<file path="src/rtl/seg_scan_decoder_if.sv">
// seg_scan_decoder_if: scanned display bus (i_cs/i_seg) and decoded frame/status outputs; master = display side, slave = decoder
interface seg_scan_decoder_if;
  logic [7:0]  i_cs;
  logic [7:0]  i_seg;
  logic [31:0] o_digits;
  logic [7:0]  o_dp;
  logic        o_frame_valid;
  logic        o_cs_err;
  logic        o_seg_err;
  logic        o_stale;
  modport master (output i_cs, i_seg, input o_digits, o_dp, o_frame_valid, o_cs_err, o_seg_err, o_stale);
  modport slave (input i_cs, i_seg, output o_digits, o_dp, o_frame_valid, o_cs_err, o_seg_err, o_stale);
endinterface

</file>
<file path="src/rtl/seg_scan_decoder.sv">
// seg_scan_decoder: samples a scanned 7-segment bus, filters ghosting, decodes digits and publishes 8-digit frames
// Ports: i_clk, i_rst (sync, active-high); io_bus.i_cs/i_seg (active-low scan inputs);
// io_bus.o_digits/o_dp (frame), o_frame_valid, o_cs_err, o_seg_err (pulses), o_stale (watchdog level).
// Macro SEG_SCAN_TIMEOUT_EN enables the frame watchdog; otherwise o_stale is tied low.
module seg_scan_decoder #(
  parameter int STABLE_CYC  = 4,
  parameter int TIMEOUT_CYC = 1_000_000
) (
  input logic i_clk,
  input logic i_rst,
  seg_scan_decoder_if.slave io_bus
);
  logic [7:0]  r_cs, r_seg, r_cs_d, r_seg_d, r_cnt, r_seen, r_dp_sh;
  logic [31:0] r_shadow;
  logic [7:0]  w_sel, w_cnt_nxt;
  logic [2:0]  w_idx;
  logic [3:0]  w_code;
  logic        w_multi, w_valid, w_cap, w_bad, w_pub;
  always_comb begin
    w_sel = ~r_cs;
    w_multi = (w_sel & (w_sel - 8'd1)) != 8'd0;
    w_valid = (w_sel != 8'd0) && !w_multi;
    w_idx = '0;
    for (int i = 0; i < 8; i++) if (w_sel[i]) w_idx = 3'(i);
    // a changed pair restarts the dwell; the counter saturates so capture fires once per dwell
    w_cnt_nxt = !w_valid ? 8'd0 : ({r_cs, r_seg} != {r_cs_d, r_seg_d}) ? 8'd1 : (r_cnt == 8'hFF) ? r_cnt : r_cnt + 8'd1;
    w_cap = w_valid && (w_cnt_nxt == 8'(STABLE_CYC));
    w_pub = r_seen == 8'hFF;
    w_bad = 1'b0;
    case (~r_seg[6:0])
      7'h3F: w_code = 4'h0;
      7'h06: w_code = 4'h1;
      7'h5B: w_code = 4'h2;
      7'h4F: w_code = 4'h3;
      7'h66: w_code = 4'h4;
      7'h6D: w_code = 4'h5;
      7'h7D: w_code = 4'h6;
      7'h07: w_code = 4'h7;
      7'h7F: w_code = 4'h8;
      7'h6F: w_code = 4'h9;
      7'h40: w_code = 4'hE;
      7'h00: w_code = 4'hF;
      default: begin
        w_code = 4'hA;
        w_bad = 1'b1;
      end
    endcase
  end
  always_ff @(posedge i_clk) begin
    if (i_rst) begin
      r_cs <= 8'hFF;
      r_seg <= 8'hFF;
      r_cs_d <= 8'hFF;
      r_seg_d <= 8'hFF;
      r_cnt <= 8'd0;
      r_seen <= 8'd0;
      r_dp_sh <= 8'd0;
      r_shadow <= 32'hFFFF_FFFF;
      io_bus.o_digits <= 32'hFFFF_FFFF;
      io_bus.o_dp <= 8'd0;
      io_bus.o_frame_valid <= 1'b0;
      io_bus.o_cs_err <= 1'b0;
      io_bus.o_seg_err <= 1'b0;
    end else begin
      r_cs <= io_bus.i_cs;
      r_seg <= io_bus.i_seg;
      r_cs_d <= r_cs;
      r_seg_d <= r_seg;
      r_cnt <= w_cnt_nxt;
      io_bus.o_cs_err <= w_multi;
      io_bus.o_seg_err <= w_cap && w_bad;
      io_bus.o_frame_valid <= w_pub;
      // publishing uses the pre-edge shadow, so a coincident capture lands in the next frame
      r_seen <= (w_pub ? 8'h00 : r_seen) | (w_cap ? 8'h01 << w_idx : 8'h00);
      if (w_pub) begin
        io_bus.o_digits <= r_shadow;
        io_bus.o_dp <= r_dp_sh;
      end
      if (w_cap) begin
        r_shadow[{w_idx, 2'b00} +: 4] <= w_code;
        r_dp_sh[w_idx] <= ~r_seg[7];
      end
    end
  end
`ifdef SEG_SCAN_TIMEOUT_EN
  logic [31:0] r_wd;
  always_ff @(posedge i_clk) begin
    if (i_rst) begin
      r_wd <= 32'd0;
      io_bus.o_stale <= 1'b1;
    end else if (w_pub) begin
      r_wd <= 32'd0;
      io_bus.o_stale <= 1'b0;
    end else begin
      r_wd <= (r_wd == 32'hFFFF_FFFF) ? r_wd : r_wd + 32'd1;
      if (r_wd + 32'd1 >= 32'(TIMEOUT_CYC)) io_bus.o_stale <= 1'b1;
    end
  end
`else
  assign io_bus.o_stale = TIMEOUT_CYC < 0;
`endif
endmodule

</file>
<file path="src/flat_wrapper.sv">
// flat-port wrapper written by rule: the top's interface ports become plain ports
module seg_scan_decoder_flat 
#(
  parameter int STABLE_CYC  = 4,
  parameter int TIMEOUT_CYC = 1_000_000
)
  (i_clk, i_rst, io_bus_i_cs, io_bus_i_seg, io_bus_o_digits, io_bus_o_dp, io_bus_o_frame_valid, io_bus_o_cs_err, io_bus_o_seg_err, io_bus_o_stale);
  seg_scan_decoder_if io_bus_i ();
  input logic i_clk;
  input logic i_rst;
  input wire logic [$bits(io_bus_i.i_cs)-1:0] io_bus_i_cs;
  input wire logic [$bits(io_bus_i.i_seg)-1:0] io_bus_i_seg;
  output wire logic [$bits(io_bus_i.o_digits)-1:0] io_bus_o_digits;
  output wire logic [$bits(io_bus_i.o_dp)-1:0] io_bus_o_dp;
  output wire logic [$bits(io_bus_i.o_frame_valid)-1:0] io_bus_o_frame_valid;
  output wire logic [$bits(io_bus_i.o_cs_err)-1:0] io_bus_o_cs_err;
  output wire logic [$bits(io_bus_i.o_seg_err)-1:0] io_bus_o_seg_err;
  output wire logic [$bits(io_bus_i.o_stale)-1:0] io_bus_o_stale;
  assign io_bus_i.i_cs = io_bus_i_cs;
  assign io_bus_i.i_seg = io_bus_i_seg;
  assign io_bus_o_digits = io_bus_i.o_digits;
  assign io_bus_o_dp = io_bus_i.o_dp;
  assign io_bus_o_frame_valid = io_bus_i.o_frame_valid;
  assign io_bus_o_cs_err = io_bus_i.o_cs_err;
  assign io_bus_o_seg_err = io_bus_i.o_seg_err;
  assign io_bus_o_stale = io_bus_i.o_stale;
  seg_scan_decoder #(.STABLE_CYC(STABLE_CYC), .TIMEOUT_CYC(TIMEOUT_CYC)) u_core (.i_clk(i_clk), .i_rst(i_rst), .io_bus(io_bus_i));
endmodule
</file>
<file path="config.mk">
export PLATFORM = sky130hd
export DESIGN_NAME = seg_scan_decoder_flat
export DESIGN_NICKNAME = d
export VERILOG_FILES = /design/src/rtl/seg_scan_decoder_if.sv /design/src/rtl/seg_scan_decoder.sv /design/src/flat_wrapper.sv
export SDC_FILE = /design/constraint.sdc
export NUM_CORES = 1
export LEC_CHECK = 0
export ABC_AREA = 1
export BUFFER_PORTS_ARGS = -buffer_cell sky130_fd_sc_hd__buf_2
export CORE_ASPECT_RATIO = 0.6
export CORE_MARGIN = 2
export CORE_UTILIZATION = 45
export CTS_CLUSTER_DIAMETER = 60
export DETAILED_ROUTE_END_ITERATION = 6
export PLACE_DENSITY_LB_ADDON = 0.25
export SYNTH_ARGS = -nofsm -noshare
export SYNTH_HDL_FRONTEND = slang
export SYNTH_SLANG_ARGS = --single-unit
export TNS_END_PERCENT = 100
</file>
<file path="constraint.sdc">
create_clock -name i_clk -period 4.2 [get_ports i_clk]
set_clock_uncertainty 0.15 [all_clocks]
set_input_delay 0.63 -clock i_clk [delete_from_list [all_inputs] [get_ports i_clk]]
set_output_delay 0.63 -clock i_clk [all_outputs]
set_load 0.01 [all_outputs]
</file>
==> impl_metrics.ini <==
[status]
status = finished clean

[floorplan]
io_pins = 62
dieArea_um2 = 13800
row_count = 32
die_y_um = 91.9
start_util_pct = 45.7
core_area_um2 = 12700
die_x_um = 151

[logic_synthesis]
syn_nets = 872
yosys_register_bits = 131
ys_types = 32
avgSynthCellArea_um2 = 6.85
synth_edf_count = 0
synth_top_area_share_pct = 45.2
synth_ff_type = dfxtp_1
synth_seq_area_share_pct = 45.2
synth.area.top_cells = dfxtp_1, nand2_1, nand3_1
syn_inst = 847
netlist_area_um2 = 5800
yosysWarningCount = 0
synthArstFlopShare_pct = 0
yosysTopAreaCell = dfxtp_1

[timing]
tightest_slew_ns = 0.634
period_share_pct = 74.8
slew_viol_final = 0
rsz0062_at_grt = false
hold_slack_ns = 0.248
worst_slack_ns = 1.06
finalHoldViolCount = 0
timing.slew.headroom_pct = 57.4
max_freq_ghz = 0.318
finalSetupViolations = 0
setup_tns_ns = 0
finalCriticalPeriod_ns = 3.14

[clock_network]
ctsHoldBuffers = 0
cts_tree = yes
post_cts_resized = 0
path_clk_slew_ns = 0.06
cts_made_buffers = 17
clock-sinks = 131
cts_buffer_depth = 2
cts_max_level = 4
cts_root_buf = clkbuf_16
post-cts-setup-buffers = 0
clkLatencyLatePin_ns = 0.41

[power_and_ir_drop]
p_leak_nw = 3.33
power.total_mw = 2.96
powerDensity_nw_per_um2 = 435
irDropWorstVdd_v = 0.000246

[final_layout]
diodes = 0
drive_above_1_share_pct = 14.8
nets = 921
synthToLayoutAreaGrowth_pct = 17.3
stdcell_count = 1078

[drt]
viasPerCell = 4.98
first_iter_violations = 448
drc = 0
dr.pass1.iters = 5
antenna_left = 0
wirelength_um = 13900
routed-via-count = 5367
routedWlPerCell_um = 12.9

[critical_path]
cp-end-kind = flip-flop
crit_required_ns = 4.33
cp-start-kind = flip-flop
worstSetupPathType = reg2reg
cp_max_fo = 18
cp.arrival_ns = 3.28

[place]
dp.cells = 1047
post-place-ws_ns = 1.17
port_buffers = 60
dpl.hpwl_um = 9630
gp_congestion = 0.902

[flow_run]
cap_violations = 0

[min_path]
min_path_type = in2reg

[global_routing]
overflow = 0
grt_start_max_net_pins = 63
grt_pass1_wl_um = 23100
grt_util_all_layers_pct = 21.1
grt_pass1_vias = 4677
antenna_found_initial = 0
worst max-delay path, stage by stage, from the launching register on:
cell	delay (ns)
dfxtp_1	0.45
o211ai_1	0.16
a21oi_2	0.48
ha_1	0.28
ha_1	0.48
clkinv_1	0.17
buf_4	0.23
nand3_1	0.09
nand3b_1	0.21
clkinv_1	0.17
nand2_1	0.09
nand3_1	0.06
worst paths after layout:
kind | slack, ns | endpoint | from | cells past startpoint
worst max register to register | 1.06 | u_core.r_shadow[11] | u_core.r_cs[5] | 11
worst min register to register | 0.31 | u_core.io_bus.o_digits[11] | u_core.r_shadow[11] | 2
worst min-delay path | 0.25 | u_core.r_cs[1] | io_bus_i_cs[1] | 2
worst max-delay path | 1.06 | u_core.r_shadow[11] | u_core.r_cs[5] | 11
cell type report:
| type | instances | area [um^2] |
|---|---|---|
| fillers | 1214 | 5890 |
| multi-input cells | 605 | 2740 |
| clock inverters | 8 | 101 |
| repair buffers | 65 | 350 |
| flip-flops and latches | 131 | 2620 |
| clock buffers | 23 | 488 |
| inverters | 76 | 285 |
| well taps | 170 | 213 |
Yosys cell counts (2+ instances only):
cell type / number
nand4_1: 18
nand3b_1: 8
inv_1: 60
buf_1: 4
nand3_1: 116
o21ai_1: 2
nor3_1: 15
nor2_4: 3
a21oi_1: 28
o21ai_0: 8
dfxtp_1: 131
o211ai_1: 3
buf_4: 4
buf_2: 3
nand2_1: 286
inv_2: 13
nor2_1: 82
clkinv_1: 3
ha_1: 7
nor2_2: 3
clkbuf_1: 24
or2_2: 16
sequential cells by signal, indices dropped and copies added (netlist names):
signal,flops
u_core.io_bus.o_cs_err,1
u_core.io_bus.o_digits,32
u_core.io_bus.o_dp,8
u_core.io_bus.o_frame_valid,1
u_core.io_bus.o_seg_err,1
u_core.r_cnt,8
u_core.r_cs,8
u_core.r_cs_d,8
u_core.r_dp_sh,8
u_core.r_seen,8
u_core.r_seg,8
u_core.r_seg_d,8
u_core.r_shadow,32
layout by cell type, fill, tap and decap left out, types with 3 or more instances in the layout:
cell type,Yosys,routed
nor2_4,3,3
or2_2,16,16
buf_4,4,4
inv_2,13,14
ha_1,7,7
nand2_1,286,286
nand3b_1,8,8
clkbuf_16,0,17
inv_1,60,59
nor3_1,15,15
o21ai_0,8,8
nor2_2,3,3
buf_2,3,60
nand4_1,18,18
a21oi_1,28,28
nor2_1,82,82
clkbuf_8,0,4
clkinvlp_4,0,3
clkinv_1,3,3
dfxtp_1,131,131
nand3_1,116,116
o211ai_1,3,3
report_power, final:
part / switching, mW / leakage [nW] / internal (mW)
Sequential: 0.0155 / 1.07 / 1.26
Combinational: 0.161 / 1.98 / 0.0654
Clock: 0.524 / 0.281 / 0.932
routing by layer:
metal / vias to the layer above / track usage (%) / routed length [um] / share of wire, %
li1: 2801 / - / - / -
met1: 2361 / 34.5 / 7740 / 56
met2: 188 / 25.8 / 4910 / 35
met3: 17 / 6.47 / 1160 / 8.3
met4: 0 / 5.14 / 117 / 0.84
met5: - / 0 / 0 / 0
metrics by stage:
stage | area (um^2) | util, %
finish | 6800 | 53.6
global route | 6800 | 53.6
CTS | 6800 | 53.6
detailed placement | 6210 | 49.0
global placement | 6210 | 49.0
floorplan | 5800 | -
kinds of logic (layout without fill, tap and decap cells):
| logic type | Yosys count | count (layout) | synth area share (%) |
|---|---|---|---|
| compound gates | 44 | 44 | 4.06 |
| flops | 131 | 131 | 45.2 |
| buf+inv | 111 | 172 | 7.51 |
| simple gates | 552 | 552 | 41.5 |
| fa+ha+maj | 7 | 7 | 1.51 |
| xor+xnor | 1 | 1 | 0.151 |
| other cells | 1 | 1 | 0.0646 |
(Power assumes the default switching activity.)
